### config.mk
export PLATFORM = sky130hd
export DESIGN_NAME = rv32_multicycle_ctrl_flat
export DESIGN_NICKNAME = d
export VERILOG_FILES = /design/src/rtl/rv32_multicycle_ctrl_pkg.sv /design/src/rtl/rv32_multicycle_ctrl_if.sv /design/src/rtl/rv32_branch_cond.sv /design/src/rtl/rv32_multicycle_ctrl.sv /design/src/flat_wrapper.sv
export SDC_FILE = /design/constraint.sdc
export NUM_CORES = 1
export LEC_CHECK = 0
export ABC_AREA = 0
export CELL_PAD_IN_SITES_DETAIL_PLACEMENT = 0
export CELL_PAD_IN_SITES_GLOBAL_PLACEMENT = 2
export CORE_MARGIN = 1.5
export CORE_UTILIZATION = 19
export DETAILED_ROUTE_END_ITERATION = 10
export PLACE_DENSITY = 0.89
export SLEW_MARGIN = 20
export SYNTH_ARGS = -nofsm -noshare
export SYNTH_HDL_FRONTEND = slang
export SYNTH_SLANG_ARGS = --single-unit
### constraint.sdc
create_clock -name clk -period 6.1 [get_ports clk]
set_input_delay 1.525 -clock clk [delete_from_list [all_inputs] [get_ports clk]]
set_output_delay 1.525 -clock clk [all_outputs]
set_load 0.01 [all_outputs]
### src/rtl/rv32_multicycle_ctrl_pkg.sv
// Shared encodings for the RV32I multi-cycle controller and its datapath neighbours.
package rv32_ctrl_pkg;

  localparam logic [6:0] OpR      = 7'b0110011;
  localparam logic [6:0] OpImm    = 7'b0010011;
  localparam logic [6:0] OpLoad   = 7'b0000011;
  localparam logic [6:0] OpStore  = 7'b0100011;
  localparam logic [6:0] OpBranch = 7'b1100011;
  localparam logic [6:0] OpJal    = 7'b1101111;
  localparam logic [6:0] OpJalr   = 7'b1100111;
  localparam logic [6:0] OpLui    = 7'b0110111;
  localparam logic [6:0] OpAuipc  = 7'b0010111;

  localparam logic [2:0] ImmNone  = 3'b000;
  localparam logic [2:0] ImmI     = 3'b001;
  localparam logic [2:0] ImmS     = 3'b010;
  localparam logic [2:0] ImmB     = 3'b011;
  localparam logic [2:0] ImmU     = 3'b100;
  localparam logic [2:0] ImmJ     = 3'b101;
  localparam logic [2:0] ImmShamt = 3'b110;

  localparam logic [3:0] AluAdd = 4'b0000;
  localparam logic [3:0] AluSub = 4'b1000;

  localparam logic [1:0] PcAlu    = 2'b00;
  localparam logic [1:0] PcAluOut = 2'b01;
  localparam logic [1:0] PcJalr   = 2'b10;

  localparam logic [1:0] WbAluOut = 2'b00;
  localparam logic [1:0] WbMem    = 2'b01;
  localparam logic [1:0] WbPc     = 2'b10;

  localparam logic [1:0] SrcARs1   = 2'b00;
  localparam logic [1:0] SrcAPc    = 2'b01;
  localparam logic [1:0] SrcAOldPc = 2'b10;
  localparam logic [1:0] SrcAZero  = 2'b11;

  localparam logic [1:0] SrcBRs2  = 2'b00;
  localparam logic [1:0] SrcBImm  = 2'b01;
  localparam logic [1:0] SrcBFour = 2'b10;

  typedef enum logic [2:0] {
    StFetch, StDecode, StExec, StMem, StWb, StHalt
  } state_e;

  typedef struct packed {
    logic       mem_req;
    logic       mem_we;
    logic       mem_src;
    logic       ir_we;
    logic       pc_we;
    logic [1:0] pc_sel;
    logic [2:0] imm_typ;
    logic [1:0] alu_src_a;
    logic [1:0] alu_src_b;
    logic [3:0] alu_op;
    logic       reg_we;
    logic [1:0] wb_sel;
    logic       halted;
  } ctrl_out_t;

  // Branch funct3 legality is handled by rv32_branch_cond.
  function automatic logic opcode_legal(input logic [6:0] op, input logic [2:0] f3);
    case (op)
      OpR, OpImm, OpBranch, OpJal, OpLui, OpAuipc: return 1'b1;
      OpLoad:  return f3 inside {3'b000, 3'b001, 3'b010, 3'b100, 3'b101};
      OpStore: return f3 <= 3'b010;
      OpJalr:  return f3 == 3'b000;
      default: return 1'b0;
    endcase
  endfunction

endpackage

### src/rtl/rv32_multicycle_ctrl_if.sv
// Control/handshake bundle between the multi-cycle controller and datapath/memory.
interface rv32_multicycle_ctrl_if;
  logic [6:0] opcode;
  logic [2:0] funct3;
  logic       funct7_5;
  logic       zero;
  logic       lt;
  logic       ltu;
  logic       mem_ready;
  logic       mem_req;
  logic       mem_we;
  logic       mem_src;
  logic       ir_we;
  logic       pc_we;
  logic [1:0] pc_sel;
  logic [2:0] imm_typ;
  logic [1:0] alu_src_a;
  logic [1:0] alu_src_b;
  logic [3:0] alu_op;
  logic       reg_we;
  logic [1:0] wb_sel;
  logic       halted;

  modport master (
    input  opcode, funct3, funct7_5, zero, lt, ltu, mem_ready,
    output mem_req, mem_we, mem_src, ir_we, pc_we, pc_sel, imm_typ,
           alu_src_a, alu_src_b, alu_op, reg_we, wb_sel, halted
  );

  modport slave (
    output opcode, funct3, funct7_5, zero, lt, ltu, mem_ready,
    input  mem_req, mem_we, mem_src, ir_we, pc_we, pc_sel, imm_typ,
           alu_src_a, alu_src_b, alu_op, reg_we, wb_sel, halted
  );
endinterface

### src/rtl/rv32_branch_cond.sv
// Branch outcome from funct3 and the ALU compare flags of rs1 - rs2.
module rv32_branch_cond (
  input  logic [2:0] funct3_i,
  input  logic       zero_i,
  input  logic       lt_i,
  input  logic       ltu_i,
  output logic       taken_o,
  output logic       illegal_o
);

  always_comb begin
    taken_o   = 1'b0;
    illegal_o = 1'b0;
    case (funct3_i)
      3'b000:  taken_o = zero_i;
      3'b001:  taken_o = ~zero_i;
      3'b100:  taken_o = lt_i;
      3'b101:  taken_o = ~lt_i;
      3'b110:  taken_o = ltu_i;
      3'b111:  taken_o = ~ltu_i;
      default: illegal_o = 1'b1;
    endcase
  end

endmodule

### src/rtl/rv32_multicycle_ctrl.sv
// Multi-cycle RV32I control FSM: fetch/decode/exec/mem/wb over one ALU and one memory port.
module rv32_multicycle_ctrl
  import rv32_ctrl_pkg::*;
#(
  parameter bit HALT_ON_ILLEGAL = 1'b1
) (
  input logic                    clk,
  input logic                    rst,
  rv32_multicycle_ctrl_if.master ctrl_io
);

  state_e     state_q, state_d;
  ctrl_out_t  out;
  logic       br_taken, br_illegal, illegal;
  logic [6:0] op;
  logic [2:0] f3;

  assign op = ctrl_io.opcode;
  assign f3 = ctrl_io.funct3;

  rv32_branch_cond u_branch_cond (
    .funct3_i  (f3),
    .zero_i    (ctrl_io.zero),
    .lt_i      (ctrl_io.lt),
    .ltu_i     (ctrl_io.ltu),
    .taken_o   (br_taken),
    .illegal_o (br_illegal)
  );

  assign illegal = ~opcode_legal(op, f3) | ((op == OpBranch) & br_illegal);

  always_ff @(posedge clk or posedge rst) begin
    if (rst) state_q <= StFetch;
    else     state_q <= state_d;
  end

  always_comb begin
    state_d = state_q;
    out     = '0;
    unique case (state_q)
      StFetch: begin
        out.mem_req   = 1'b1;
        out.alu_src_a = SrcAPc;
        out.alu_src_b = SrcBFour;
        out.alu_op    = AluAdd;
        if (ctrl_io.mem_ready) begin
          out.ir_we  = 1'b1;
          out.pc_we  = 1'b1;
          out.pc_sel = PcAlu;
          state_d    = StDecode;
        end
      end
      StDecode: begin
        // ALUOut captures old PC + imm here: the branch/JAL target used in EXEC.
        out.alu_src_a = SrcAOldPc;
        out.alu_src_b = SrcBImm;
        out.alu_op    = AluAdd;
        out.imm_typ   = (op == OpBranch) ? ImmB : (op == OpJal) ? ImmJ : ImmNone;
        if (illegal) state_d = HALT_ON_ILLEGAL ? StHalt : StFetch;
        else         state_d = StExec;
      end
      StExec: begin
        state_d = StWb;
        case (op)
          OpR: out.alu_op = {ctrl_io.funct7_5, f3};
          OpImm: begin
            out.alu_src_b = SrcBImm;
            out.imm_typ   = (f3 == 3'b001 || f3 == 3'b101) ? ImmShamt : ImmI;
            out.alu_op    = {ctrl_io.funct7_5 & (f3 == 3'b101), f3};
          end
          OpLoad, OpStore: begin
            out.alu_src_b = SrcBImm;
            out.imm_typ   = (op == OpLoad) ? ImmI : ImmS;
            state_d       = StMem;
          end
          OpBranch: begin
            out.alu_op = AluSub;
            out.pc_we  = br_taken;
            out.pc_sel = PcAluOut;
            state_d    = StFetch;
          end
          OpJal: begin
            out.pc_we  = 1'b1;
            out.pc_sel = PcAluOut;
          end
          OpJalr: begin
            out.alu_src_b = SrcBImm;
            out.imm_typ   = ImmI;
            out.pc_we     = 1'b1;
            out.pc_sel    = PcJalr;
          end
          OpLui: begin
            out.alu_src_a = SrcAZero;
            out.alu_src_b = SrcBImm;
            out.imm_typ   = ImmU;
          end
          OpAuipc: begin
            out.alu_src_a = SrcAOldPc;
            out.alu_src_b = SrcBImm;
            out.imm_typ   = ImmU;
          end
          default: state_d = StFetch;
        endcase
      end
      StMem: begin
        out.mem_req = 1'b1;
        out.mem_src = 1'b1;
        out.mem_we  = (op == OpStore);
        if (ctrl_io.mem_ready) state_d = (op == OpStore) ? StFetch : StWb;
      end
      StWb: begin
        out.reg_we = 1'b1;
        out.wb_sel = (op == OpLoad) ? WbMem :
                     (op == OpJal || op == OpJalr) ? WbPc : WbAluOut;
        state_d    = StFetch;
      end
      StHalt:  out.halted = 1'b1;
      default: state_d = StFetch;
    endcase
    // Reset masks outputs combinationally so an aborted access drops at once.
    if (rst) out = '0;
  end

  assign ctrl_io.mem_req   = out.mem_req;
  assign ctrl_io.mem_we    = out.mem_we;
  assign ctrl_io.mem_src   = out.mem_src;
  assign ctrl_io.ir_we     = out.ir_we;
  assign ctrl_io.pc_we     = out.pc_we;
  assign ctrl_io.pc_sel    = out.pc_sel;
  assign ctrl_io.imm_typ   = out.imm_typ;
  assign ctrl_io.alu_src_a = out.alu_src_a;
  assign ctrl_io.alu_src_b = out.alu_src_b;
  assign ctrl_io.alu_op    = out.alu_op;
  assign ctrl_io.reg_we    = out.reg_we;
  assign ctrl_io.wb_sel    = out.wb_sel;
  assign ctrl_io.halted    = out.halted;

endmodule

### src/flat_wrapper.sv
// flat-port wrapper written by rule: the top's interface ports become plain ports
module rv32_multicycle_ctrl_flat import rv32_ctrl_pkg::*;
#(
  parameter bit HALT_ON_ILLEGAL = 1'b1
)
  (clk, rst, ctrl_io_opcode, ctrl_io_funct3, ctrl_io_funct7_5, ctrl_io_zero, ctrl_io_lt, ctrl_io_ltu, ctrl_io_mem_ready, ctrl_io_mem_req, ctrl_io_mem_we, ctrl_io_mem_src, ctrl_io_ir_we, ctrl_io_pc_we, ctrl_io_pc_sel, ctrl_io_imm_typ, ctrl_io_alu_src_a, ctrl_io_alu_src_b, ctrl_io_alu_op, ctrl_io_reg_we, ctrl_io_wb_sel, ctrl_io_halted);
  rv32_multicycle_ctrl_if ctrl_io_i ();
  input logic clk;
  input logic rst;
  input wire logic [$bits(ctrl_io_i.opcode)-1:0] ctrl_io_opcode;
  input wire logic [$bits(ctrl_io_i.funct3)-1:0] ctrl_io_funct3;
  input wire logic [$bits(ctrl_io_i.funct7_5)-1:0] ctrl_io_funct7_5;
  input wire logic [$bits(ctrl_io_i.zero)-1:0] ctrl_io_zero;
  input wire logic [$bits(ctrl_io_i.lt)-1:0] ctrl_io_lt;
  input wire logic [$bits(ctrl_io_i.ltu)-1:0] ctrl_io_ltu;
  input wire logic [$bits(ctrl_io_i.mem_ready)-1:0] ctrl_io_mem_ready;
  output wire logic [$bits(ctrl_io_i.mem_req)-1:0] ctrl_io_mem_req;
  output wire logic [$bits(ctrl_io_i.mem_we)-1:0] ctrl_io_mem_we;
  output wire logic [$bits(ctrl_io_i.mem_src)-1:0] ctrl_io_mem_src;
  output wire logic [$bits(ctrl_io_i.ir_we)-1:0] ctrl_io_ir_we;
  output wire logic [$bits(ctrl_io_i.pc_we)-1:0] ctrl_io_pc_we;
  output wire logic [$bits(ctrl_io_i.pc_sel)-1:0] ctrl_io_pc_sel;
  output wire logic [$bits(ctrl_io_i.imm_typ)-1:0] ctrl_io_imm_typ;
  output wire logic [$bits(ctrl_io_i.alu_src_a)-1:0] ctrl_io_alu_src_a;
  output wire logic [$bits(ctrl_io_i.alu_src_b)-1:0] ctrl_io_alu_src_b;
  output wire logic [$bits(ctrl_io_i.alu_op)-1:0] ctrl_io_alu_op;
  output wire logic [$bits(ctrl_io_i.reg_we)-1:0] ctrl_io_reg_we;
  output wire logic [$bits(ctrl_io_i.wb_sel)-1:0] ctrl_io_wb_sel;
  output wire logic [$bits(ctrl_io_i.halted)-1:0] ctrl_io_halted;
  assign ctrl_io_i.opcode = ctrl_io_opcode;
  assign ctrl_io_i.funct3 = ctrl_io_funct3;
  assign ctrl_io_i.funct7_5 = ctrl_io_funct7_5;
  assign ctrl_io_i.zero = ctrl_io_zero;
  assign ctrl_io_i.lt = ctrl_io_lt;
  assign ctrl_io_i.ltu = ctrl_io_ltu;
  assign ctrl_io_i.mem_ready = ctrl_io_mem_ready;
  assign ctrl_io_mem_req = ctrl_io_i.mem_req;
  assign ctrl_io_mem_we = ctrl_io_i.mem_we;
  assign ctrl_io_mem_src = ctrl_io_i.mem_src;
  assign ctrl_io_ir_we = ctrl_io_i.ir_we;
  assign ctrl_io_pc_we = ctrl_io_i.pc_we;
  assign ctrl_io_pc_sel = ctrl_io_i.pc_sel;
  assign ctrl_io_imm_typ = ctrl_io_i.imm_typ;
  assign ctrl_io_alu_src_a = ctrl_io_i.alu_src_a;
  assign ctrl_io_alu_src_b = ctrl_io_i.alu_src_b;
  assign ctrl_io_alu_op = ctrl_io_i.alu_op;
  assign ctrl_io_reg_we = ctrl_io_i.reg_we;
  assign ctrl_io_wb_sel = ctrl_io_i.wb_sel;
  assign ctrl_io_halted = ctrl_io_i.halted;
  rv32_multicycle_ctrl #(.HALT_ON_ILLEGAL(HALT_ON_ILLEGAL)) u_core (.clk(clk), .rst(rst), .ctrl_io(ctrl_io_i));
endmodule
==> summary.txt <==
Status
  – Status: completed

Timing
  – TNS Setup: 0 ns
  – Max Fclk: 182 MHz
  – Period utilisation layout: 0.898
  – Final setup viols: 0
  – PnR worst setup slack: 0.620 ns
  – Final Max Tran Viols: 0
  – Slew of the pin with the lowest slew margin: 0.607 ns
  – Rel. slew slack: 0.592
  – Final Hold Fails: 0
  – Fin Clk Skew: 0.00137 ns
  – RSZ-0062 raised after global routing: no
  – Final Critical Period: 5.48 ns

Clocking
  – Clock Latency Late Sink: 0.23 ns
  – Post-CTS Repair Setup Buffers: 0
  – # hold bufs at CTS: 0
  – Cts bufs inserted: 3
  – Clk slew on worst S/H paths: 0.04 ns
  – Post-CTS resize count: 0
  – Clock Sinks: 3
  – CTS tree: built
  – CTS HTree Levels: 1
  – Clock root cell: clkbuf_4
  – Clk buf depth: 2

Final layout
  – Max reg flops: 3
  – Area grow syn2layout: 64.1%
  – Most flops, register: u_core.state_q
  – Antenna diode count: 0
  – Layout cells sized above 1: 0.0414
  – Design area: 1120 um2
  – Biggest regs: u_core.state_q (3)
  – Fin util: 0.332
  – Nets: 163
  – Final cell count without fillers: 191

Setup path
  – Required @ worst endpoint: 4.58 ns
  – Critical path's slowest cell: clkdlybuf4s50_1
  – Crit-path max cell delay: 0.71 ns
  – Critical Path AT: 3.96 ns
  – Crit start category: primary input
  – Most used cell, CP: clkdlybuf4s50_1
  – Critical path class: primary input to output pin
  – CP cell instances: clkdlybuf4s50_1, nand4b_1, o31ai_1, nand3_1, a2111o_1, a21oi_1, clkdlybuf4s50_1
  – R2R depth: 4
  – Crit Path Max Fanout: 12
  – Worst r2r src: u_core.state_q[0]
  – Reg2reg setup slack: 4.71 ns
  – R2r endpoint: u_core.state_q[0]
  – Crit path capture type: output pin

Job
  – Max-Cap Viols: 0

Floorplanning
  – Initial Util: 0.202
  – Cell row count: 21
  – Top-Level Pins: 39
  – Total die area: 3980 um2
  – Die Wd: 63.1 um
  – Die H: 63.1 um
  – Area of the core: 3390 um2

Detailed routing
  – Vias per cell: 4.81
  – Via Count: 919
  – Per-cell routed wire length: 12.8 um
  – Initial DRC count: 62
  – DR pass1 iterations: 4
  – Post-Route WL: 2.44 mm
  – # DRC: 0
  – Antenna viol nets, final: 0

Yosys
  – Sequential fraction of the synthesis area: 0.109
  – Synth async-reset ratio: 1.00
  – Avg Cell Area, Syn: 6.29 um2
  – Gate Count Post-Synth: 109
  – Seq cells post-synth: 3
  – YS warnings: 0
  – Yosys cell types: 38
  – Post-Syn Area: 686 um2
  – Top FF cell, synth: dfrtp_1
  – Syn Nets: 126
  – EDFF count, synth: 0

Placed design
  – Placed cell area: 1100 um2
  – RePlAce Congestion: 0.806
  – Post-placement cell count: 187
  – DP HPWL: 1.95 mm
  – Pre-CTS WS: 0.643 ns
  – Port Buffers: 38

Pwr
  – Leak: 0.392 nW
  – PwrDens: 166 nW/um2
  – Peak VDD IR: 0.0789 mV

Hold path
  – Hold wc startpoint: u_core.state_q[2]
  – Hold crit path type: register to register
  – WHS Path Cells: 1
  – Hold Path Sink: u_core.state_q[1]

Global route
  – Vias in the first global route: 827
  – Largest net degree at the start of global routing: 13
  – Grt ovf: 0
  – Initial antenna violation count: 0
  – Global-route wire length before repair: 3.91 mm
  – Total GRT Usage: 0.122
==> where the power goes <==
group	leakage (nW)	internal [W]	total (W)	switching, W
Combinational	0.341	0.0000558	0.000107	0.0000516
Sequential	0.0362	0.0000271	0.0000447	0.0000176
Clock	0.0150	0.0000245	0.0000346	0.0000101
==> Yosys cell counts (2+ instances only) <==
| library cell | count | area, um2 |
|---|---|---|
| o22a_1 | 2 | 17.5 |
| o31ai_1 | 3 | 22.5 |
| dfrtp_1 | 3 | 75.1 |
| nand2b_1 | 6 | 37.5 |
| inv_1 | 7 | 26.3 |
| nor3_1 | 5 | 25.0 |
| xor2_1 | 2 | 17.5 |
| a21oi_1 | 8 | 40.0 |
| nand3_1 | 4 | 20.0 |
| nand2_1 | 8 | 30.0 |
| o21ai_0 | 5 | 25.0 |
| nor2_1 | 13 | 48.8 |
| and2_1 | 3 | 18.8 |
| buf_2 | 2 | 10.0 |
| or3_1 | 3 | 18.8 |
| clkbuf_1 | 4 | 15.0 |
| nor4_1 | 4 | 25.0 |
| nand3b_1 | 2 | 15.0 |
| o22ai_1 | 2 | 12.5 |
| nor2b_1 | 5 | 31.3 |
==> stage by stage <==
step	hold WS, ns	power (W)
2_1_floorplan	0.495	0.0000987
3_3_place_gp	0.543	0.000151
3_5_place_dp	0.551	0.000152
4_1_cts	0.557	0.000189
5_1_grt	0.587	0.000203
6_report	0.554	0.000187
==> cell families (layout without fill, tap and decap cells) <==
| family | count (synthesis) | in the layout | synth area share |
|---|---|---|---|
| buffers and inverters | 13 | 49 | 0.0748 |
| XOR/XNOR | 2 | 2 | 0.0256 |
| multiplexers | 1 | 1 | 0.0146 |
| flip-flops | 3 | 3 | 0.109 |
| AO/OA/AOI/OAI | 30 | 30 | 0.297 |
| AND/OR/NAND/NOR | 60 | 60 | 0.478 |
==> layout by cell type, fill, tap and decap left out, types with 4 or more instances in the layout <==
| master | netlist | routed |
|---|---|---|
| a21oi_1 | 8 | 8 |
| nand2b_1 | 6 | 6 |
| nor2_1 | 13 | 13 |
| nor2b_1 | 5 | 5 |
| nand3_1 | 4 | 4 |
| nor3_1 | 5 | 5 |
| o21ai_0 | 5 | 5 |
| nand2_1 | 8 | 8 |
| nor4_1 | 4 | 4 |
| clkdlybuf4s50_1 | 0 | 38 |
| inv_1 | 7 | 7 |
==> metal layers <==
layer / GRT usage / vias up / routed length [um]
li1: - / 474 / -
met1: 0.163 / 403 / 1120
met2: 0.194 / 38 / 1170
met3: 0.00893 / 4 / 108
met4: 0.0667 / 0 / 37
met5: 0 / - / 0
==> worst max-delay path by stage <==
stage,from,end,slack (ns),cells past startpoint
2_1_floorplan,ctrl_io_opcode[5],ctrl_io_imm_typ[1],1.77,6
5_1_grt,ctrl_io_opcode[6],ctrl_io_imm_typ[1],0.44,7
3_5_place_dp,ctrl_io_opcode[6],ctrl_io_imm_typ[1],0.64,7
4_1_cts,ctrl_io_opcode[6],ctrl_io_imm_typ[1],0.62,7
3_3_place_gp,ctrl_io_opcode[6],ctrl_io_imm_typ[1],0.69,7
6_report,ctrl_io_opcode[6],ctrl_io_imm_typ[1],0.62,7
==> critical path, delay by kind of cell <==
kind / cells / cell delay, ns
buffers and inverters: 2 / 1.28
AO/OA/AOI/OAI: 3 / 0.71
AND/OR/NAND/NOR: 2 / 0.44
==> area by class of cell <==
type / count / area, um2
clock buffer: 4 / 26.3
fill: 345 / 2260
inverter: 7 / 26.3
multi-input combinational: 93 / 559
sequential: 3 / 75.1
tap: 46 / 57.6
timing repair buffer: 38 / 380
Power figures use the tool's default switching activity.
